<file path="config.mk">
export PLATFORM = sky130hd
export DESIGN_NAME = tile_pattern_gen_flat
export DESIGN_NICKNAME = d
export VERILOG_FILES = /design/src/rtl/tile_pattern_gen_if.sv /design/src/rtl/tile_pattern_gen.sv /design/src/flat_wrapper.sv
export SDC_FILE = /design/constraint.sdc
export NUM_CORES = 1
export LEC_CHECK = 0
export BUFFER_PORTS_ARGS = -buffer_cell sky130_fd_sc_hd__buf_2
export CAP_MARGIN = 20
export CORE_ASPECT_RATIO = 0.9
export CORE_MARGIN = 8
export CORE_UTILIZATION = 59
export CTS_CLUSTER_SIZE = 12
export DETAILED_ROUTE_END_ITERATION = 6
export PLACE_DENSITY = 0.83
export SKIP_CTS_REPAIR_TIMING = 1
export SYNTH_ARGS = -nofsm -noshare
export SYNTH_HDL_FRONTEND = slang
export SYNTH_SLANG_ARGS = --single-unit
</file>
<file path="constraint.sdc">
create_clock -name clk -period 4.85 [get_ports clk]
set_input_delay 0.2425 -clock clk [delete_from_list [all_inputs] [get_ports clk]]
set_output_delay 0.2425 -clock clk [all_outputs]
set_load 0.005 [all_outputs]
</file>
<file path="src/rtl/tile_pattern_gen_if.sv">
// Board-generator bus between the game controller (master) and tile_pattern_gen (slave).
// Parameters must match those given to the attached tile_pattern_gen instance.
interface tile_pattern_gen_if #(
    parameter int ROWS   = 4,
    parameter int COLS   = 4,
    parameter int LFSR_W = 16
);
    localparam int CELLS = ROWS * COLS;
    localparam int CNT_W = $clog2(CELLS + 1);

    // Handshake: gen_start is a request sampled only while the generator is idle
    // (busy low); requests seen while busy are dropped, not queued. tile_count is
    // captured on the accepting edge. board_valid is a one-cycle pulse marking the
    // cycle board takes a new value; board then holds until the next such pulse.
    logic             gen_start;
    logic [CNT_W-1:0] tile_count;
    logic             busy;
    logic             board_valid;
    logic [CELLS-1:0] board;
    logic [LFSR_W-1:0] lfsr_state;
    logic [1:0]       state_dbg;

    modport master (
        output gen_start,
        output tile_count,
        input  busy,
        input  board_valid,
        input  board,
        input  lfsr_state,
        input  state_dbg
    );

    modport slave (
        input  gen_start,
        input  tile_count,
        output busy,
        output board_valid,
        output board,
        output lfsr_state,
        output state_dbg
    );
endinterface

</file>
<file path="src/rtl/tile_pattern_gen.sv">
// ROWS x COLS Memory Matrix board generator: places N distinct lit tiles from a free-running LFSR.
// Optional macro SEED_LOAD_EN adds seed_load/seed ports for repeatable boards.
module tile_pattern_gen #(
    parameter int                ROWS      = 4,
    parameter int                COLS      = 4,
    parameter int                LFSR_W    = 16,
    parameter logic [LFSR_W-1:0] LFSR_TAPS = 16'hB400,
    parameter logic [LFSR_W-1:0] LFSR_SEED = 16'hACE1
) (
    input  logic                clk,
    input  logic                reset,
    tile_pattern_gen_if.slave   bus
`ifdef SEED_LOAD_EN
    ,
    input  logic                seed_load,
    input  logic [LFSR_W-1:0]   seed
`endif
);
    localparam int CELLS = ROWS * COLS;
    localparam int IDX_W = $clog2(CELLS);
    localparam int CNT_W = $clog2(CELLS + 1);
    localparam logic [CNT_W-1:0] CELLS_CNT = CNT_W'(CELLS);
    localparam logic [IDX_W:0]   CELLS_IDX = (IDX_W + 1)'(CELLS);

    typedef enum logic [1:0] {
        IDLE  = 2'd0,
        PLACE = 2'd1,
        DONE  = 2'd2
    } state_t;

    state_t            state_q, state_d;
    logic [LFSR_W-1:0] lfsr_q, lfsr_d;
    logic [CELLS-1:0]  work_q, work_d;
    logic [CELLS-1:0]  board_q, board_d;
    logic [CNT_W-1:0]  rem_q, rem_d;
    logic              busy_q, busy_d;
    logic              board_valid_q, board_valid_d;

    logic [IDX_W-1:0]  idx;
    logic              idx_free;
    logic [CNT_W-1:0]  count_clamped;

    assign idx           = lfsr_q[IDX_W-1:0];
    assign idx_free      = ({1'b0, idx} < CELLS_IDX) && !work_q[idx];
    assign count_clamped = (bus.tile_count > CELLS_CNT) ? CELLS_CNT : bus.tile_count;

    always_comb begin
        lfsr_d = lfsr_q[0] ? ((lfsr_q >> 1) ^ LFSR_TAPS) : (lfsr_q >> 1);
`ifdef SEED_LOAD_EN
        // An all-zero seed would lock the LFSR, so it falls back to the reset seed.
        if (seed_load) begin
            lfsr_d = (seed == '0) ? LFSR_SEED : seed;
        end
`endif
        state_d = state_q;
        work_d  = work_q;
        rem_d   = rem_q;
        board_d = board_q;

        case (state_q)
            IDLE: begin
                if (bus.gen_start) begin
                    work_d  = '0;
                    rem_d   = count_clamped;
                    state_d = (count_clamped == '0) ? DONE : PLACE;
                end
            end
            PLACE: begin
                if (idx_free) begin
                    work_d[idx] = 1'b1;
                    rem_d       = rem_q - CNT_W'(1);
                    if (rem_q == CNT_W'(1)) begin
                        state_d = DONE;
                    end
                end
            end
            DONE:    state_d = IDLE;
            default: state_d = IDLE;
        endcase

        // The display only ever sees a complete board, copied on the DONE-entry edge.
        if (state_d == DONE) begin
            board_d = work_d;
        end
        busy_d        = (state_d != IDLE);
        board_valid_d = (state_d == DONE);
    end

    always_ff @(posedge clk) begin
        if (!reset) begin
            state_q       <= IDLE;
            lfsr_q        <= LFSR_SEED;
            work_q        <= '0;
            rem_q         <= '0;
            board_q       <= '0;
            busy_q        <= 1'b0;
            board_valid_q <= 1'b0;
        end else begin
            state_q       <= state_d;
            lfsr_q        <= lfsr_d;
            work_q        <= work_d;
            rem_q         <= rem_d;
            board_q       <= board_d;
            busy_q        <= busy_d;
            board_valid_q <= board_valid_d;
        end
    end

    assign bus.busy        = busy_q;
    assign bus.board_valid = board_valid_q;
    assign bus.board       = board_q;
    assign bus.lfsr_state  = lfsr_q;
    assign bus.state_dbg   = state_q;
endmodule
</file>
<file path="src/flat_wrapper.sv">
// flat-port wrapper written by rule: the top's interface ports become plain ports
module tile_pattern_gen_flat 
#(
    parameter int                ROWS      = 4,
    parameter int                COLS      = 4,
    parameter int                LFSR_W    = 16,
    parameter logic [LFSR_W-1:0] LFSR_TAPS = 16'hB400,
    parameter logic [LFSR_W-1:0] LFSR_SEED = 16'hACE1
)
  (clk, reset, bus_gen_start, bus_tile_count, bus_busy, bus_board_valid, bus_board, bus_lfsr_state, bus_state_dbg);
  tile_pattern_gen_if #(.ROWS(ROWS), .COLS(COLS), .LFSR_W(LFSR_W)) bus_i ();
  input  logic clk;
  input  logic reset;
  input wire logic [$bits(bus_i.gen_start)-1:0] bus_gen_start;
  input wire logic [$bits(bus_i.tile_count)-1:0] bus_tile_count;
  output wire logic [$bits(bus_i.busy)-1:0] bus_busy;
  output wire logic [$bits(bus_i.board_valid)-1:0] bus_board_valid;
  output wire logic [$bits(bus_i.board)-1:0] bus_board;
  output wire logic [$bits(bus_i.lfsr_state)-1:0] bus_lfsr_state;
  output wire logic [$bits(bus_i.state_dbg)-1:0] bus_state_dbg;
  assign bus_i.gen_start = bus_gen_start;
  assign bus_i.tile_count = bus_tile_count;
  assign bus_busy = bus_i.busy;
  assign bus_board_valid = bus_i.board_valid;
  assign bus_board = bus_i.board;
  assign bus_lfsr_state = bus_i.lfsr_state;
  assign bus_state_dbg = bus_i.state_dbg;
  tile_pattern_gen #(.ROWS(ROWS), .COLS(COLS), .LFSR_W(LFSR_W), .LFSR_TAPS(LFSR_TAPS), .LFSR_SEED(LFSR_SEED)) u_core (.clk(clk), .reset(reset), .bus(bus_i));
endmodule
</file>
; Word-level counts from Yosys, hierarchy flattened
; Index checks and enable logic that the tools add are counted.
[totals]
reg_bits = 57
out_inout_bits = 36
wordCells = 41
input_bits = 8
[op_classes]
n_eq_ne = 5
addsub = 1
n_reduce_logical = 6
bitwise = 2
n_mux = 17
magnitude_cmp = 3
[ops]
columns = operator, n
row1 = two-way mux 16 bit, 3
row2 = case mux 16 bit (2 select lines), 1
row3 = OR 16 bit, 1
row4 = two-way mux 5 bit, 3
row5 = case mux 5 bit (2 select lines), 1
row6 = two-way mux 2 bit, 4
row7 = "== test 5 x 1 -> 1 bit, second input constant", 1
row8 = "> comparator 5 bit, second input constant", 1
row9 = zero test 5 bit, 1
row10 = "less-than comparator 4 x 5 -> 1 bit, second input constant", 1
row11 = "subtractor 5 x 1 -> 5 bit, second input constant", 1
row12 = binary-select mux 1 bit (select 4 bit), 1
row13 = demux 1 bit (select 4 bit), 1
row14 = "greater-or-equal comparator 4 x 1 -> 1 bit, second input constant", 1
row15 = "!= test 2 bit, second input constant", 2
row16 = inverter 3 -> 4 bit, 1
row17 = case mux 2 bit (2 select lines), 1
row18 = nonzero test 2 bit, 2
row19 = AND reduction 3 bit, 1
row20 = "== test 2 x 1 -> 1 bit, second input constant", 1
row21 = "== test 2 bit, second input constant", 1
row22 = zero test 2 bit, 1
row23 = two-way mux 1 bit, 2
row24 = logical AND 1 bit, 1

; Depth between registers and ports, before layout
[depth]
word_depth = 7
depth_mapped = 6
mapped_depth_nobuf = 6

; Worst setup path before layout
; OpenSTA, ideal clock, no wires.
[synth_timing]
path_kind = reg-to-reg
startpoint = register u_core.lfsr_q[2], in the netlist u_core.bus.lfsr_state[2]
endpoint = register u_core.board_q[0], in the netlist u_core.bus.board[0]
setup_time_ns = 0.121
n_path_buf = 1
arrival_time_ns = 2.328
stages_incl_launch_ff = 6
period_less_slack_ns = 2.448
required_time_ns = 4.729
setup_slack_ns = 2.402
cell_sequence = dfxtp_1 -> buf_2 -> mux4_2 -> mux4_2 -> o32ai_4 -> mux2_2
[synth_via]
elab_chain_len = 7
elab_cells_between_ends = 13
classes_between = order compare: 2 / eq/ne: 1 / mux: 8 / bitwise: 1 / reduce/logical: 1
[synth_lines]
columns = element, line
row1 = from (decl), tile_pattern_gen.sv:32  ; logic [LFSR_W-1:0] lfsr_q, lfsr_d;
row2 = from (signal assigned), tile_pattern_gen.sv:100  ; lfsr_q <= lfsr_d;
row3 = less-than comparator 4 x 5 -> 1 bit (not written as such) or greater-or-equal comparator 4 x 1 -> 1 bit (tied branches), tile_pattern_gen.sv:70  ; work_d[idx] = 1'b1;
row4 = logical AND 1 bit (not written as such), tile_pattern_gen.sv:70
row5 = two-way mux 1 bit (not written as such), tile_pattern_gen.sv:70
row6 = demux 1 bit (select 4 bit), --
row7 = OR 16 bit (no source line), --
row8 = two-way mux 16 bit, tile_pattern_gen.sv:69  ; if (idx_free) begin
row9 = case mux 16 bit (2 select lines), tile_pattern_gen.sv:60  ; case (state_q)
row10 = to (signal assigned), tile_pattern_gen.sv:103  ; board_q <= board_d;
row11 = to (decl), tile_pattern_gen.sv:34  ; logic [CELLS-1:0] board_q, board_d;
; Several ways; a longest one is shown, not always the timed one. The select of a mux whose other input is x is not followed.
; A chain may end at the register's enable or synchronous reset.

; Worst setup path in the final report
; Ends and elaborated chain as after synthesis.

==> results.md <==
- Final ANT Viol Nets: 0
- Cell with the most instances after synthesis: dfxtp_1
- FP Rows: 23
- Die width: around 86 µm
- CORE AREA: 4320 µm²
- CP Data Arrival Time: between 3 and 4 ns
- Netlist Area Pre-Place: between 2000 and 3000 µm²
- Final slew viol count: 0
- Worst reg-to-reg path cell count: 4
- Ports: 44
- CTS sink cnt: 57
- # DRC: 0
- Gpl congestion: about 0.83
- Initial antenna violation count: 0
- Cells along the critical path: mux4_2 -> mux4_2 -> o32ai_4 -> mux2_2
- Worst Setup Start Kind: flip-flop
- Max Cap Viol: 0
- Synth unique cells: 43
- H-tree levels: 3
- Flops & latches, synth: between 50 and 60
- Multi-input logic area: between 1000 and 1500 µm²
- Clock root buffer: clkbuf_8
- Synth top cells by count: dfxtp_1 (57), nand2_1 (31), inv_1 (24)
- Full die area: between 6000 and 7000 µm²
- Most frequent cell on the critical path: mux4_2
- Worst Path Max Fanout: 18
- Area leader, netlist: dfxtp_1
- DR iter-0 viols: 194
- Clk_lat worst skew: 0.33 ns
- Layout area overhead: 13.3%
- TritonCTS buffer count: 9
- Seq/Total Area, Yosys: 44.2%
- Synth area leaders: dfxtp_1 (44%), mux4_2 (7.0%), nand2_1 (4.5%)
- Clk slew on worst S/H paths: 0.07 ns
- Clock tree buffer depth: 2
- Clock Skews: around 0.0057 ns
- Synth top area share: ~44%
- Final wirelength: between 5000 and 6000 µm
- Top_reg_cell synth: dfxtp_1
- Crit path time final: ~3.3 ns
- Syn Area/Cell: just under 10 µm²
- Vias in the first global route: between 1500 and 2000
- Crit end category: flip-flop
- DIE HEIGHT: 78.8 µm
- Hold Path Origin: bus_tile_count[4]
- Diode count: 0
- Post-Synthesis Cells: 261
- Register Area: about 1100 µm²
- Status: finished, final reports clean
- Non-filler cells, final: roughly 340
- Power per cell area: between 300 and 400 nW/µm²
- Gr usage total: roughly 17%
- Critical path data required time: 5.07 ns
- Hold Crit Depth: 3
- Setup TNS: 0 ns
- Final Hold Fails: 0
- WL per Instance: roughly 15 µm
- FILL cells: between 300 and 400
- Async set-reset flop share out of synthesis: 0%
- Overflow after GRT: 0
- Number of port buffers: 43
- Maximum vdd ir drop: 0.000282 V
- Crit Path Class: flip-flop to flip-flop
- CTS tree: done
- FF-to-FF Start: u_core.bus.lfsr_state[2]
- TritonRoute pass-1 iters: 4
- Number of placed cells counting well taps: between 300 and 400
- Mapped Nets: around 270
- Leak: 1.24 nW
- Initial core utilization: around 60%
- Share of cells above drive strength 1: 28.1%
- Critical Path Start: u_core.bus.lfsr_state[2]
- Worst-Margin Slew: 0.980 ns
- RSZ-0062 raised after global routing: false
- First-pass GRT wire length: 8820 µm
- Slew headroom: 34.7%
- Crit path max-delay cell type: o32ai_4
- Post-synth EDFFs: 0
- Final nets: roughly 300
- DR vias: slightly below 2000
- HP Class: input port to flip-flop
- Setup violators final: 0
- Achievable Freq: about 0.3 GHz
- Largest net degree at the start of global routing: 53
- Post-route clock period utilization: just under 70%
- Yosys Warn Count: 0
- Vias/cell: between 5 and 6
- DP HPWL: 3470 µm
- Critical Path Max Stage Delay: slightly below 0.9 ns
stage by stage:
stage | utilization [%] | cell area (µm²) | setup slack [ns] | hold WS, ns | power (mW)
detailed placement | 62.5 | 2700 | 1.56 | 0.416 | 0.618
floorplan | - | 2580 | 2.40 | 0.393 | 0.596
global placement | 62.5 | 2700 | 1.61 | 0.418 | 0.615
CTS | 67.8 | 2930 | 1.52 | 0.189 | 1.11
finish | 67.8 | 2930 | 1.58 | 0.210 | 1.10
global route | 67.8 | 2930 | 1.40 | 0.229 | 1.15
logic make-up after synthesis:
kind of cell,Yosys count,synth area share (%)
xor gates and xnor gates,3,1.02
adders and majority gates,2,0.969
muxes,25,13.9
buffers and inverters,53,9.99
DFF,57,44.2
and+or+nand+nor,88,19.0
AOI/OAI and AO/OA,33,10.9
sequential cells by signal, indices dropped and copies added, names as in the netlist:
register,cells
u_core.bus.board,16
u_core.bus.board_valid,1
u_core.rem_q,5
u_core.bus.state_dbg,2
u_core.bus.busy,1
u_core.work_q,16
u_core.bus.lfsr_state,16
layer usage:
metal / routed length (µm) / track usage [%] / vias to the layer above
li1: - / - / 947
met1: 2320 / 19.1 / 904
met2: 2540 / 27.0 / 69
met3: 343 / 5.88 / 8
met4: 70 / 8.74 / 0
met5: 0 / 0 / -
cell usage in the layout (no fill, tap or decap), types with 3 or more instances in the layout:
cell type	n
nand2b_1	8
o2bb2ai_1	3
dfxtp_1	57
mux2i_1	11
inv_1	24
mux2_2	6
buf_2	43
and2_1	14
nand2_1	31
o31a_1	3
a21oi_1	3
o21a_1	5
nor3_1	3
clkbuf_8	9
mux4_2	8
xnor2_1	3
o32ai_1	8
nor2_1	4
nor4_1	7
or3b_2	5
and2_0	5
critical path: cells and delay by family (launching register included):
kind / cells / cell delay [ns]
DFF: 1 / 0.66
AOI/OAI and AO/OA: 1 / 0.89
muxes: 3 / 1.62
final timing paths:
path / to / slack [ns]
max: u_core.bus.board[0] / 1.58
min: u_core.rem_q[4] / 0.21
max reg2reg: u_core.bus.board[0] / 1.58
min reg2reg: u_core.bus.lfsr_state[7] / 0.44
cell type report:
type	instances	area share [%]
Clock buffer	9	4.23
Inverter	24	3.08
Clock inverter	7	3.51
Sequential cell	57	39.0
Timing Repair Buffer	44	7.61
Tap cell	50	2.14
Multi-Input combinational cell	151	40.4
power by group:
part | leakage (nW) | internal, mW | total [mW] | switching, mW
sequential | 0.465 | 0.487 | 0.506 | 0.0194
combinational | 0.666 | 0.0481 | 0.104 | 0.0557
clock | 0.110 | 0.294 | 0.493 | 0.199
Power figures use the tool's default switching activity.
